### config.mk
export PLATFORM = sky130hd
export DESIGN_NAME = mips64_hazard_ctrl_flat
export DESIGN_NICKNAME = d
export VERILOG_FILES = /design/src/rtl/mips64_hazard_ctrl_pkg.sv /design/src/rtl/mips64_hazard_ctrl_if.sv /design/src/rtl/mips64_fwd_sel.sv /design/src/rtl/mips64_hazard_ctrl.sv /design/src/flat_wrapper.sv
export SDC_FILE = /design/constraint.sdc
export NUM_CORES = 1
export LEC_CHECK = 0
export ABC_CLOCK_PERIOD_IN_PS = 3130
export CORE_ASPECT_RATIO = 0.6
export CORE_UTILIZATION = 40
export CTS_BUF_LIST = sky130_fd_sc_hd__clkbuf_8 sky130_fd_sc_hd__clkbuf_16
export DETAILED_ROUTE_END_ITERATION = 6
export HOLD_SLACK_MARGIN = 0.06
export PLACE_DENSITY = 0.83
export SYNTH_ARGS = -nofsm -noshare
export SYNTH_HDL_FRONTEND = slang
export SYNTH_SLANG_ARGS = --single-unit
### constraint.sdc
create_clock -name p_clk -period 3.13 [get_ports p_clk]
set_clock_uncertainty 0.2 [all_clocks]
set_input_delay 0.4695 -clock p_clk [delete_from_list [all_inputs] [get_ports p_clk]]
set_output_delay 0.4695 -clock p_clk [all_outputs]
set_load 0.005 [all_outputs]
### src/rtl/mips64_hazard_ctrl_pkg.sv
// mips64_pipe_pkg: shared constants for the MIPS64 pipeline control slice.
//   STG_*   : bit positions of the pipeline registers in stall/flush vectors
//   FWD_*   : IE operand-select encodings
//   cause_e : the winning stall/flush cause, ranked for debug visibility
package mips64_pipe_pkg;

  localparam logic [1:0] STG_IF_ID  = 2'd0;
  localparam logic [1:0] STG_ID_IE  = 2'd1;
  localparam logic [1:0] STG_IE_MEM = 2'd2;
  localparam logic [1:0] STG_MEM_WB = 2'd3;

  localparam logic [1:0] FWD_RF  = 2'b00;
  localparam logic [1:0] FWD_WB  = 2'b01;
  localparam logic [1:0] FWD_MEM = 2'b10;

  typedef enum logic [2:0] {
    CAUSE_RUN,
    CAUSE_IWAIT,
    CAUSE_LOAD_USE,
    CAUSE_BRANCH,
    CAUSE_EXC,
    CAUSE_DWAIT
  } cause_e;

endpackage

### src/rtl/mips64_hazard_ctrl_if.sv
// mips64_hazard_ctrl_if: bundle between the 5-stage core (master) and the
// hazard controller (slave).
//   core -> ctrl : ID/IE source regs and use flags, per-stage dest/write/load,
//                  memory waits, taken branch, exception pulse
//   ctrl -> core : PC hold, per-register stall/flush, IE forward selects,
//                  stall-cycle and flush-event counters
interface mips64_hazard_ctrl_if #(
  parameter int unsigned REG_AW = 5,
  parameter int unsigned CNT_W  = 32
);

  logic [REG_AW-1:0] p_ID_RS, p_ID_RT;
  logic              p_ID_UsesRS, p_ID_UsesRT;
  logic [REG_AW-1:0] p_IE_RS, p_IE_RT;
  logic [REG_AW-1:0] p_IE_RegDest, p_MEM_RegDest, p_WB_RegDest;
  logic              p_IE_RegWrite, p_MEM_RegWrite, p_WB_RegWrite;
  logic              p_IE_MemRead, p_MEM_MemRead;
  logic              p_INST_MemWait, p_DATA_MemWait;
  logic              p_BranchTaken;
  logic              p_Exception;

  logic              p_PC_Stall;
  logic [3:0]        p_Stall;
  logic [3:0]        p_Flush;
  logic [1:0]        p_FwdA, p_FwdB;
  logic [CNT_W-1:0]  p_StallCycles, p_FlushEvents;

  modport master (
    output p_ID_RS, p_ID_RT, p_ID_UsesRS, p_ID_UsesRT, p_IE_RS, p_IE_RT,
           p_IE_RegDest, p_MEM_RegDest, p_WB_RegDest,
           p_IE_RegWrite, p_MEM_RegWrite, p_WB_RegWrite,
           p_IE_MemRead, p_MEM_MemRead, p_INST_MemWait, p_DATA_MemWait,
           p_BranchTaken, p_Exception,
    input  p_PC_Stall, p_Stall, p_Flush, p_FwdA, p_FwdB,
           p_StallCycles, p_FlushEvents
  );

  modport slave (
    input  p_ID_RS, p_ID_RT, p_ID_UsesRS, p_ID_UsesRT, p_IE_RS, p_IE_RT,
           p_IE_RegDest, p_MEM_RegDest, p_WB_RegDest,
           p_IE_RegWrite, p_MEM_RegWrite, p_WB_RegWrite,
           p_IE_MemRead, p_MEM_MemRead, p_INST_MemWait, p_DATA_MemWait,
           p_BranchTaken, p_Exception,
    output p_PC_Stall, p_Stall, p_Flush, p_FwdA, p_FwdB,
           p_StallCycles, p_FlushEvents
  );

endinterface

### src/rtl/mips64_fwd_sel.sv
// mips64_fwd_sel: operand forward select for one IE source register.
//   src          : IE source register
//   mem_rd/we    : MEM destination and write enable; mem_load blocks MEM
//                  forwarding since the load data is not yet available
//   wb_rd/we     : WB destination and write enable
//   sel          : FWD_MEM, FWD_WB or FWD_RF (MEM wins over WB)
module mips64_fwd_sel
  import mips64_pipe_pkg::*;
#(
  parameter int unsigned REG_AW = 5
) (
  input  logic [REG_AW-1:0] src,
  input  logic [REG_AW-1:0] mem_rd,
  input  logic              mem_we,
  input  logic              mem_load,
  input  logic [REG_AW-1:0] wb_rd,
  input  logic              wb_we,
  output logic [1:0]        sel
);

  always_comb begin
    sel = FWD_RF;
    if (mem_we && !mem_load && (mem_rd != '0) && (mem_rd == src)) begin
      sel = FWD_MEM;
    end else if (wb_we && (wb_rd != '0) && (wb_rd == src)) begin
      sel = FWD_WB;
    end
  end

endmodule

### src/rtl/mips64_hazard_ctrl.sv
// mips64_hazard_ctrl: stall/flush/forward controller for the 5-stage MIPS64.
//   p_clk   : core clock, rising edge
//   p_rst_l : asynchronous active-low reset; forces all four flushes
//   bus     : slave side of mips64_hazard_ctrl_if (hazard inputs in,
//             PC hold / stall / flush / forward selects / counters out)
// Priority: data wait > exception (new or pending) > taken branch >
// load-use (new or extra bubble) > instruction wait > run.
module mips64_hazard_ctrl
  import mips64_pipe_pkg::*;
#(
  parameter int unsigned REG_AW             = 5,
  parameter int unsigned CNT_W              = 32,
  parameter int unsigned LOAD_USE_BUBBLES   = 1,
  parameter int unsigned BRANCH_FLUSH_DEPTH = 3
) (
  input logic                p_clk,
  input logic                p_rst_l,
  mips64_hazard_ctrl_if.slave bus
);

  // Extra bubble cycles beyond the detection cycle fit in one bit (max 1).
  localparam logic       BUB_LOAD = (LOAD_USE_BUBBLES > 32'd1);
  localparam logic [3:0] BR_MASK  = 4'((32'd1 << BRANCH_FLUSH_DEPTH) - 32'd1);

  logic             bub_q, bub_d;
  logic             pend_q, pend_d;
  logic [CNT_W-1:0] stall_cnt_q, stall_cnt_d;
  logic [CNT_W-1:0] flush_cnt_q, flush_cnt_d;

  cause_e     cause;
  logic       lu_hit;
  logic       pc_stall;
  logic [3:0] stall, flush;
  logic [1:0] fwd_a, fwd_b;

  mips64_fwd_sel #(.REG_AW(REG_AW)) u_fwd_a (
    .src(bus.p_IE_RS), .mem_rd(bus.p_MEM_RegDest), .mem_we(bus.p_MEM_RegWrite),
    .mem_load(bus.p_MEM_MemRead), .wb_rd(bus.p_WB_RegDest),
    .wb_we(bus.p_WB_RegWrite), .sel(fwd_a)
  );

  mips64_fwd_sel #(.REG_AW(REG_AW)) u_fwd_b (
    .src(bus.p_IE_RT), .mem_rd(bus.p_MEM_RegDest), .mem_we(bus.p_MEM_RegWrite),
    .mem_load(bus.p_MEM_MemRead), .wb_rd(bus.p_WB_RegDest),
    .wb_we(bus.p_WB_RegWrite), .sel(fwd_b)
  );

  always_comb begin
    lu_hit = bus.p_IE_MemRead && bus.p_IE_RegWrite && (bus.p_IE_RegDest != '0) &&
             ((bus.p_ID_UsesRS && (bus.p_ID_RS == bus.p_IE_RegDest)) ||
              (bus.p_ID_UsesRT && (bus.p_ID_RT == bus.p_IE_RegDest)));
  end

  always_comb begin
    if (bus.p_DATA_MemWait)                   cause = CAUSE_DWAIT;
    else if (bus.p_Exception || pend_q)       cause = CAUSE_EXC;
    else if (bus.p_BranchTaken)               cause = CAUSE_BRANCH;
    else if (lu_hit || bub_q)                 cause = CAUSE_LOAD_USE;
    else if (bus.p_INST_MemWait)              cause = CAUSE_IWAIT;
    else                                      cause = CAUSE_RUN;
  end

  // State register
  always_ff @(posedge p_clk or negedge p_rst_l) begin
    if (!p_rst_l) begin
      bub_q       <= 1'b0;
      pend_q      <= 1'b0;
      stall_cnt_q <= '0;
      flush_cnt_q <= '0;
    end else begin
      bub_q       <= bub_d;
      pend_q      <= pend_d;
      stall_cnt_q <= stall_cnt_d;
      flush_cnt_q <= flush_cnt_d;
    end
  end

  // Next state: data wait freezes the bubble and parks any exception.
  always_comb begin
    bub_d  = bub_q;
    pend_d = pend_q;
    unique case (cause)
      CAUSE_DWAIT:    if (bus.p_Exception) pend_d = 1'b1;
      CAUSE_EXC: begin
        bub_d  = 1'b0;
        pend_d = 1'b0;
      end
      CAUSE_BRANCH:   bub_d = 1'b0;
      CAUSE_LOAD_USE: bub_d = bub_q ? 1'b0 : BUB_LOAD;
      default:        bub_d = 1'b0;
    endcase

    stall_cnt_d = stall_cnt_q;
    if (pc_stall && (stall_cnt_q != '1)) stall_cnt_d = stall_cnt_q + CNT_W'(1);

    flush_cnt_d = flush_cnt_q;
    if (((cause == CAUSE_EXC) || (cause == CAUSE_BRANCH)) && (flush_cnt_q != '1)) begin
      flush_cnt_d = flush_cnt_q + CNT_W'(1);
    end
  end

  // Outputs
  always_comb begin
    pc_stall = 1'b0;
    stall    = '0;
    flush    = '0;
    if (!p_rst_l) begin
      flush = '1;
    end else begin
      unique case (cause)
        CAUSE_DWAIT: begin
          pc_stall = 1'b1;
          stall    = '1;
        end
        CAUSE_EXC: begin
          flush[STG_IF_ID]  = 1'b1;
          flush[STG_ID_IE]  = 1'b1;
          flush[STG_IE_MEM] = 1'b1;
        end
        CAUSE_BRANCH: flush = BR_MASK;
        CAUSE_LOAD_USE: begin
          pc_stall         = 1'b1;
          stall[STG_IF_ID] = 1'b1;
          flush[STG_ID_IE] = 1'b1;
        end
        CAUSE_IWAIT: begin
          pc_stall         = 1'b1;
          flush[STG_IF_ID] = 1'b1;
        end
        default: ;
      endcase
    end
  end

  assign bus.p_PC_Stall    = pc_stall;
  assign bus.p_Stall       = stall;
  assign bus.p_Flush       = flush;
  assign bus.p_FwdA        = p_rst_l ? fwd_a : FWD_RF;
  assign bus.p_FwdB        = p_rst_l ? fwd_b : FWD_RF;
  assign bus.p_StallCycles = stall_cnt_q;
  assign bus.p_FlushEvents = flush_cnt_q;

endmodule

### src/flat_wrapper.sv
// flat-port wrapper written by rule: the top's interface ports become plain ports
module mips64_hazard_ctrl_flat import mips64_pipe_pkg::*;
#(
  parameter int unsigned REG_AW             = 5,
  parameter int unsigned CNT_W              = 32,
  parameter int unsigned LOAD_USE_BUBBLES   = 1,
  parameter int unsigned BRANCH_FLUSH_DEPTH = 3
)
  (p_clk, p_rst_l, bus_p_ID_RS, bus_p_ID_RT, bus_p_ID_UsesRS, bus_p_ID_UsesRT, bus_p_IE_RS, bus_p_IE_RT, bus_p_IE_RegDest, bus_p_MEM_RegDest, bus_p_WB_RegDest, bus_p_IE_RegWrite, bus_p_MEM_RegWrite, bus_p_WB_RegWrite, bus_p_IE_MemRead, bus_p_MEM_MemRead, bus_p_INST_MemWait, bus_p_DATA_MemWait, bus_p_BranchTaken, bus_p_Exception, bus_p_PC_Stall, bus_p_Stall, bus_p_Flush, bus_p_FwdA, bus_p_FwdB, bus_p_StallCycles, bus_p_FlushEvents);
  mips64_hazard_ctrl_if #(.REG_AW(REG_AW), .CNT_W(CNT_W)) bus_i ();
  input logic p_clk;
  input logic p_rst_l;
  input wire logic [$bits(bus_i.p_ID_RS)-1:0] bus_p_ID_RS;
  input wire logic [$bits(bus_i.p_ID_RT)-1:0] bus_p_ID_RT;
  input wire logic [$bits(bus_i.p_ID_UsesRS)-1:0] bus_p_ID_UsesRS;
  input wire logic [$bits(bus_i.p_ID_UsesRT)-1:0] bus_p_ID_UsesRT;
  input wire logic [$bits(bus_i.p_IE_RS)-1:0] bus_p_IE_RS;
  input wire logic [$bits(bus_i.p_IE_RT)-1:0] bus_p_IE_RT;
  input wire logic [$bits(bus_i.p_IE_RegDest)-1:0] bus_p_IE_RegDest;
  input wire logic [$bits(bus_i.p_MEM_RegDest)-1:0] bus_p_MEM_RegDest;
  input wire logic [$bits(bus_i.p_WB_RegDest)-1:0] bus_p_WB_RegDest;
  input wire logic [$bits(bus_i.p_IE_RegWrite)-1:0] bus_p_IE_RegWrite;
  input wire logic [$bits(bus_i.p_MEM_RegWrite)-1:0] bus_p_MEM_RegWrite;
  input wire logic [$bits(bus_i.p_WB_RegWrite)-1:0] bus_p_WB_RegWrite;
  input wire logic [$bits(bus_i.p_IE_MemRead)-1:0] bus_p_IE_MemRead;
  input wire logic [$bits(bus_i.p_MEM_MemRead)-1:0] bus_p_MEM_MemRead;
  input wire logic [$bits(bus_i.p_INST_MemWait)-1:0] bus_p_INST_MemWait;
  input wire logic [$bits(bus_i.p_DATA_MemWait)-1:0] bus_p_DATA_MemWait;
  input wire logic [$bits(bus_i.p_BranchTaken)-1:0] bus_p_BranchTaken;
  input wire logic [$bits(bus_i.p_Exception)-1:0] bus_p_Exception;
  output wire logic [$bits(bus_i.p_PC_Stall)-1:0] bus_p_PC_Stall;
  output wire logic [$bits(bus_i.p_Stall)-1:0] bus_p_Stall;
  output wire logic [$bits(bus_i.p_Flush)-1:0] bus_p_Flush;
  output wire logic [$bits(bus_i.p_FwdA)-1:0] bus_p_FwdA;
  output wire logic [$bits(bus_i.p_FwdB)-1:0] bus_p_FwdB;
  output wire logic [$bits(bus_i.p_StallCycles)-1:0] bus_p_StallCycles;
  output wire logic [$bits(bus_i.p_FlushEvents)-1:0] bus_p_FlushEvents;
  assign bus_i.p_ID_RS = bus_p_ID_RS;
  assign bus_i.p_ID_RT = bus_p_ID_RT;
  assign bus_i.p_ID_UsesRS = bus_p_ID_UsesRS;
  assign bus_i.p_ID_UsesRT = bus_p_ID_UsesRT;
  assign bus_i.p_IE_RS = bus_p_IE_RS;
  assign bus_i.p_IE_RT = bus_p_IE_RT;
  assign bus_i.p_IE_RegDest = bus_p_IE_RegDest;
  assign bus_i.p_MEM_RegDest = bus_p_MEM_RegDest;
  assign bus_i.p_WB_RegDest = bus_p_WB_RegDest;
  assign bus_i.p_IE_RegWrite = bus_p_IE_RegWrite;
  assign bus_i.p_MEM_RegWrite = bus_p_MEM_RegWrite;
  assign bus_i.p_WB_RegWrite = bus_p_WB_RegWrite;
  assign bus_i.p_IE_MemRead = bus_p_IE_MemRead;
  assign bus_i.p_MEM_MemRead = bus_p_MEM_MemRead;
  assign bus_i.p_INST_MemWait = bus_p_INST_MemWait;
  assign bus_i.p_DATA_MemWait = bus_p_DATA_MemWait;
  assign bus_i.p_BranchTaken = bus_p_BranchTaken;
  assign bus_i.p_Exception = bus_p_Exception;
  assign bus_p_PC_Stall = bus_i.p_PC_Stall;
  assign bus_p_Stall = bus_i.p_Stall;
  assign bus_p_Flush = bus_i.p_Flush;
  assign bus_p_FwdA = bus_i.p_FwdA;
  assign bus_p_FwdB = bus_i.p_FwdB;
  assign bus_p_StallCycles = bus_i.p_StallCycles;
  assign bus_p_FlushEvents = bus_i.p_FlushEvents;
  mips64_hazard_ctrl #(.REG_AW(REG_AW), .CNT_W(CNT_W), .LOAD_USE_BUBBLES(LOAD_USE_BUBBLES), .BRANCH_FLUSH_DEPTH(BRANCH_FLUSH_DEPTH)) u_core (.p_clk(p_clk), .p_rst_l(p_rst_l), .bus(bus_i));
endmodule
==> results of run 1 <==
logic make-up after synthesis:
logic type | share of synthesized area, %
muxes | 0.751
AOI/OAI and AO/OA | 3.43
and+or+nand+nor | 24.4
xor gates and xnor gates | 22.5
adders and majority gates | 0.715
DFF | 46.5
buffers and inverters | 1.72
state kept, by name, indices dropped and copies added, names as in the netlist:
| register | cells |
|---|---|
| u_core.bus.p_StallCycles | 32 |
| u_core.pend_q | 1 |
| u_core.bus.p_FlushEvents | 32 |
metal layers:
layer  vias up  track usage (%)  share of wire (%)
met5         -                0                  0
met4         0             7.45                1.3
met3        11             6.44                5.6
met2       105             33.8                 46
met1      1492             29.2                 47
li1       1485                -                  -
synth_stat cells:
library cell / n
a21bo_2: 1
a21o_1: 1
a21oi_1: 5
a31o_2: 2
a31oi_4: 1
and2_1: 6
and3_1: 22
and4_1: 5
and4_4: 1
buf_2: 2
buf_4: 2
clkbuf_1: 1
clkbuf_2: 1
dfrtp_1: 65
ha_1: 2
inv_1: 7
mux2_2: 1
mux2_4: 1
nand2_1: 29
nand2b_1: 1
nand3_1: 21
nand4_1: 18
nand4_2: 2
nor2_1: 28
nor2b_1: 4
nor3_1: 5
nor3_4: 1
nor4_1: 5
o211ai_1: 3
o21ai_0: 2
o22ai_1: 1
or2_2: 2
or3_4: 1
or4_1: 5
xnor2_1: 53
xor2_1: 37
per-stage QoR:
step | total power (W) | TNS, ns | worst slack, ns | hold slack (ns) | instances
3_3_place_gp | 0.00152 | -0.563 | -0.127 | 0.275 | 594
3_5_place_dp | 0.00154 | -0.780 | -0.168 | 0.277 | 594
2_1_floorplan | 0.00121 | 0 | 0.887 | -0.0261 | 344
6_report | 0.00244 | 0 | 0.0731 | 0.0691 | 608
5_1_grt | 0.00255 | -0.00288 | -0.00288 | 0.106 | 608
4_1_cts | 0.00247 | 0 | 0.00211 | 0.0622 | 608
area by class of cell:
| type | instances | area [µm²] |
|---|---|---|
| Sequential cell | 65 | 1630 |
| Tap cell | 112 | 140 |
| Inverter | 7 | 26.3 |
| Timing Repair Buffer | 145 | 1390 |
| Clock inverter | 1 | 3.75 |
| Clock buffer | 12 | 267 |
| Multi-Input combinational cell | 266 | 1840 |
| Fill cell | 685 | 3200 |
worst max-delay path, delay by kind of cell:
kind	cells	cell delay (ns)
simple gates	3	0.69
buf+inv	3	1.14
xor+xnor	1	0.11
repair_timing:
item	in CTS	in global routing
setup buffers	1	0
gates resized for setup	13	2
pin swaps	3	2
setup endpoints to repair	6	2
hold endpoints to repair	0	0
power by group:
part	internal, W	leakage (nW)	switching, W
combinational	0.000318	1.36	0.000198
clock	0.000583	0.138	0.000324
sequential	0.000922	0.866	0.0000980
worst paths after layout:
check	start	endpoint	slack, ns	cells past startpoint
max	bus_p_MEM_RegDest[4]	bus_p_FwdA[1]	0.07	7
min	p_rst_l	u_core.bus.p_StallCycles[4]	0.07	2
max reg2reg	u_core.bus.p_StallCycles[20]	u_core.bus.p_StallCycles[13]	0.52	8
min reg2reg	u_core.bus.p_StallCycles[28]	u_core.bus.p_StallCycles[28]	0.28	1
max in group asynchronous	p_rst_l	u_core.bus.p_FlushEvents[12]	2.34	2
min in group p_clk	u_core.bus.p_StallCycles[28]	u_core.bus.p_StallCycles[28]	0.28	1
==> key figures, run 1 <==
Clock tree
  • Hold buffers post-CTS: 0
  • Clock sink count: 65
  • Root buffer cell: clkbuf_16
  • H-Tree Level Count: 3
  • Total CTS buffers: 9
  • Clock buffer depth: 2
  • TritonCTS clock tree: done
  • CTS clk-pin slew, worst paths: 0.05 ns
  • Worst skew pair latency: 0.32 ns

Place
  • PortBufs: 124
  • GP Congestion: 0.961
  • Hpwl dp: 7.30 mm
  • Dpl cell area: 4990 µm²

Layout
  • Commonest non-fill, non-tap cell in the layout: clkdlybuf4s50_1
  • Most frequent cells in the layout: clkdlybuf4s50_1 (116), dfrtp_1 (65), xnor2_1 (53)
  • Share of post-route cells with drive strength above 1: 10.7%
  • Cell area after layout: 5290 µm²
  • Layout net count: 544
  • Post-Route Utilization: 62.3%
  • Antenna fix cells: 0
  • Area delta synth->final: 51.2%

Hold path
  • Min-Delay Path Class: input port to asynchronous set/reset pin

Worst setup path
  • Crit-path slowest cell: clkdlybuf4s50_1
  • Crit. End Element: output pin
  • Worst Path Arrival: 2.39 ns
  • Worst path most repeated cell: clkdlybuf4s50_1
  • CP Cell Sequence: clkdlybuf4s50_1, buf_4, xnor2_1, nand3_1, nor4_1, and2_1, clkdlybuf4s50_1
  • Worst-path fanout max: 2
  • Max incr delay on CP: 0.52 ns
  • Crit path kind: input port to output pin
  • CP required: 2.46 ns
  • Crit path launch type: input port

GRT
  • GRT Residual Overflow: 0
  • Total track usage: 21.7%
  • Initial antenna violation count: 0
  • Vias in the first global route: 3,022
  • Largest net degree at the start of global routing: 38
  • First-pass GRT wire length: 15.0 mm

Synthesis
  • Area contributors post-synth: dfrtp_1 (46%), xnor2_1 (13%), xor2_1 (9.3%)
  • Synth warn: 0
  • Average size of a mapped cell: 10.2 µm²
  • Synthesized area: 3500 µm²
  • Register area share after synthesis: 46.5%
  • Yosys top cell area share: 46.5%
  • Syn Inst Count: 344
  • Syn_nets: 394
  • Cell type with the largest total area after synthesis: dfrtp_1
  • Cell variety after synth: 36
  • Yosys reg bits: 65

STA
  • Setup violations, final: 0
  • Minimum clock period: 3.06 ns
  • Final Hold Vio Count: 0
  • Fin. max-slew vios: 0
  • Fmax: 327 MHz
  • RSZ-0062 raised after global routing: yes
  • Tcrit/Tclk final: 97.7%
  • Slew HR: 64.2%
  • Worst Tran Pin Value: 0.537 ns

Route
  • TritonRoute pass-1 iters: 4
  • Vias/cell: 5.09
  • Final wirelength: 9.34 mm
  • Avg WL per Cell: 15.4 µm
  • Antenna viol nets, final: 0
  • DR vias: 3,093
  • Drt initial violations: 187
  • Drc violations: 0

Die
  • Core Area: 8490 µm²
  • Die Span X: 123 µm
  • Top-Level Pins: 125
  • Core Rows: 26
  • Die ar.: 9140 µm²
  • Initial Util: 41.2%
  • Die height: 74.4 µm

Job
  • # Max-Cap Violations: 0

Power and ir drop
  • Leakage: 2.36 nW
  • Worst VDD drop: 0.335 mV
  • P per Cell Area: 462 nW/µm²

Outcome
  • Status: finished clean
(Power assumes the default switching activity.)
==> inputs of run 2 (changes only) <==
--- a/config.mk
+++ b/config.mk
@@ -7,11 +7,11 @@
 export LEC_CHECK = 0
 export ABC_CLOCK_PERIOD_IN_PS = 3130
 export CORE_ASPECT_RATIO = 0.6
-export CORE_UTILIZATION = 40
+export CORE_UTILIZATION = 45
 export CTS_BUF_LIST = sky130_fd_sc_hd__clkbuf_8 sky130_fd_sc_hd__clkbuf_16
 export DETAILED_ROUTE_END_ITERATION = 6
 export HOLD_SLACK_MARGIN = 0.06
-export PLACE_DENSITY = 0.83
+export PLACE_DENSITY = 0.9
 export SYNTH_ARGS = -nofsm -noshare
 export SYNTH_HDL_FRONTEND = slang
 export SYNTH_SLANG_ARGS = --single-unit
==> key figures, run 2 (same netlist as run 1, synthesis figures left out) <==
Die
  • Die ar.: 8140 µm² (-11%)
  • Core Area: 7390 µm² (-13%)
  • Die Span X: 116 µm (-5.6%)
  • Core Rows: 24 (-7.7%)
  • Initial Util: 47.4% (+6.2 points)
  • Die height: 70.3 µm (-5.6%)
  • Top-Level Pins: 125 (unchanged)

STA
  • Setup violations, final: 3 (+3)
  • Fmax: 309 MHz (-5.6%)
  • Fin. max-slew vios: 0 (unchanged)
  • Setup TNS: -0.160 ns (-0.160 ns)
  • Final Hold Vio Count: 0 (unchanged)
  • RSZ-0062 raised after global routing: yes
  • Worst hold slack: 0.250 ns (+0.181 ns)
  • Slew HR: 41.7% (-23 points)
  • Worst Tran Pin Value: 0.872 ns (+0.335 ns)
  • Tcrit/Tclk final: 103% (+5.8 points)
  • Final WS setup: -0.108 ns (-0.181 ns)
  • Minimum clock period: 3.24 ns (+0.181 ns)

Worst setup path
  • Max incr delay on CP: 0.53 ns (about the same)
  • Crit path launch type: input port
  • Crit-path slowest cell: clkdlybuf4s50_1
  • Worst reg2reg path depth: 11 (+3)
  • WP depth: 9 (+2)
  • Crit. End Element: output pin
  • Worst Path Arrival: 2.57 ns (+0.18 ns)
  • CP required: 2.46 ns (about the same)
  • CP delay by family, top: buffers and inverters
  • CP Cell Sequence: clkdlybuf4s50_1, buf_4, xnor2_1, nand4_1, o22ai_2, nor2b_2, nor2b_1, o21ai_0, clkdlybuf4s50_1
  • Crit path kind: input port to output pin
  • Worst path most repeated cell: clkdlybuf4s50_1
  • CP bufs+invs: 3 (unchanged)
  • Worst-path fanout max: 2 (unchanged)

Route
  • DR vias: 3,201 (+3.5%)
  • TritonRoute pass-1 iters: 4 (unchanged)
  • Vias/cell: 5.29 (+4.0%)
  • Drc violations: 0 (unchanged)
  • Drt initial violations: 268 (+43%)
  • Antenna viol nets, final: 0 (unchanged)
  • Final wirelength: 9.72 mm (+4.1%)
  • Avg WL per Cell: 16.1 µm (+4.7%)

GRT
  • GRT Residual Overflow: 0 (unchanged)
  • First-pass GRT wire length: 15.6 mm (+3.9%)
  • Total track usage: 25.4% (+3.7 points)
  • Largest net degree at the start of global routing: 28 (-26%)
  • Initial antenna violation count: 0 (unchanged)
  • Vias in the first global route: 3,137 (+3.8%)

Place
  • Dpl ws: -0.260 ns (-0.0926 ns)
  • GP Congestion: 1.02 (+5.8%)
  • Hpwl dp: 7.40 mm (+1.4%)
  • PortBufs: 124 (unchanged)
  • Post-Place Cells: 589 (-0.84%)

Clock tree
  • CTS clk-pin slew, worst paths: 0.05 ns (about the same)
  • Root buffer cell: clkbuf_16
  • Total CTS buffers: 9 (unchanged)
  • TritonCTS clock tree: done
  • Worst skew pair latency: 0.32 ns (about the same)
  • Clock buffer depth: 2 (unchanged)
  • H-Tree Level Count: 3 (unchanged)
  • Clock sink count: 65 (unchanged)

Layout
  • Layout Cells excl Fill: 605 (-0.49%)
  • Antenna fix cells: 0 (unchanged)
  • Layout net count: 549 (+0.92%)
  • Share of post-route cells with drive strength above 1: 11.6% (+0.89 points)
  • Area delta synth->final: 52.4%
  • Most frequent cells in the layout: clkdlybuf4s50_1 (118), dfrtp_1 (65), xnor2_1 (53)
  • Commonest non-fill, non-tap cell in the layout: clkdlybuf4s50_1

Outcome
  • Failing checks: negative setup slack
  • Status: finished, violations left

Power and ir drop
  • P per Cell Area: 450 nW/µm² (-2.5%)
  • Worst VDD drop: 0.381 mV (+14%)
  • Leakage: 2.42 nW (+2.3%)

Job
  • # Max-Cap Violations: 0 (unchanged)

Hold path
  • Min-Delay Path Class: input port to asynchronous set/reset pin
run 2: cell types whose count changed in the layout (fill, tap and decap cells not counted), moves of 2 or more:
cell	previous run	this run
clkbuf_8	3	1
dlygate4sd2_1	6	3
buf_4	21	24
dlymetal6s2s_1	0	2
dlygate4sd3_1	0	2
clkdlybuf4s50_1	116	118
run 2: metrics by stage:
| stage | instance area [µm²] | utilization [%] | power [W] |
|---|---|---|---|
| CTS | 5300 | 71.7 | 0.00242 |
| floorplan | 3500 | - | 0.00121 |
| global placement | 5000 | 67.7 | 0.00152 |
| finish | 5330 | 72.2 | 0.00240 |
| detailed placement | 5000 | 67.7 | 0.00155 |
| global route | 5330 | 72.2 | 0.00250 |
run 2: path summary, 6_finish.rpt:
kind | endpoint | start | slack (ns)
max reg2reg | u_core.bus.p_StallCycles[15] | u_core.pend_q | 0.64
min | u_core.bus.p_StallCycles[10] | p_rst_l | 0.25
max | bus_p_Flush[1] | bus_p_IE_RegDest[0] | -0.11
max in group asynchronous | u_core.bus.p_StallCycles[2] | p_rst_l | 1.34
min reg2reg | u_core.bus.p_StallCycles[28] | u_core.bus.p_StallCycles[28] | 0.29
min in group p_clk | u_core.bus.p_StallCycles[28] | u_core.bus.p_StallCycles[28] | 0.29
run 2: tightest hold or removal path: stages:
cell   delay [ns]
buf_2        0.16
buf_4        0.19
buf_4        0.35
run 2: layer usage:
metal  vias to the layer above  part of all wire, %  GRT usage, %
met4                         0                  2.3          9.40
met5                         -                    0             0
li1                       1504                    -             -
met2                       152                   45          38.3
met1                      1523                   44          34.4
met3                        22                  8.1          7.55
run 2: final cells by class:
class | count | area, µm²
multi-input combinational | 266 | 1860
timing repair buffer | 150 | 1440
fill | 540 | 2050
clock buffer | 10 | 239
tap | 104 | 130
inverter | 7 | 26.3
clock inverter | 3 | 12.5
sequential | 65 | 1630
run 2: repair_timing:
action,CTS,global route
endpoints found under the hold margin,38,0
resized for setup,10,6
pin swaps,2,3
hold buffers,2,0
buffers inserted,0,1
setup endpoints to repair,6,5
run 2: report_power, final:
part	switching, W	internal (W)	total (W)
Sequential	0.0000978	0.000922	0.00102
Clock	0.000314	0.000535	0.000849
Combinational	0.000207	0.000326	0.000533
Total	0.000620	0.00178	0.00240
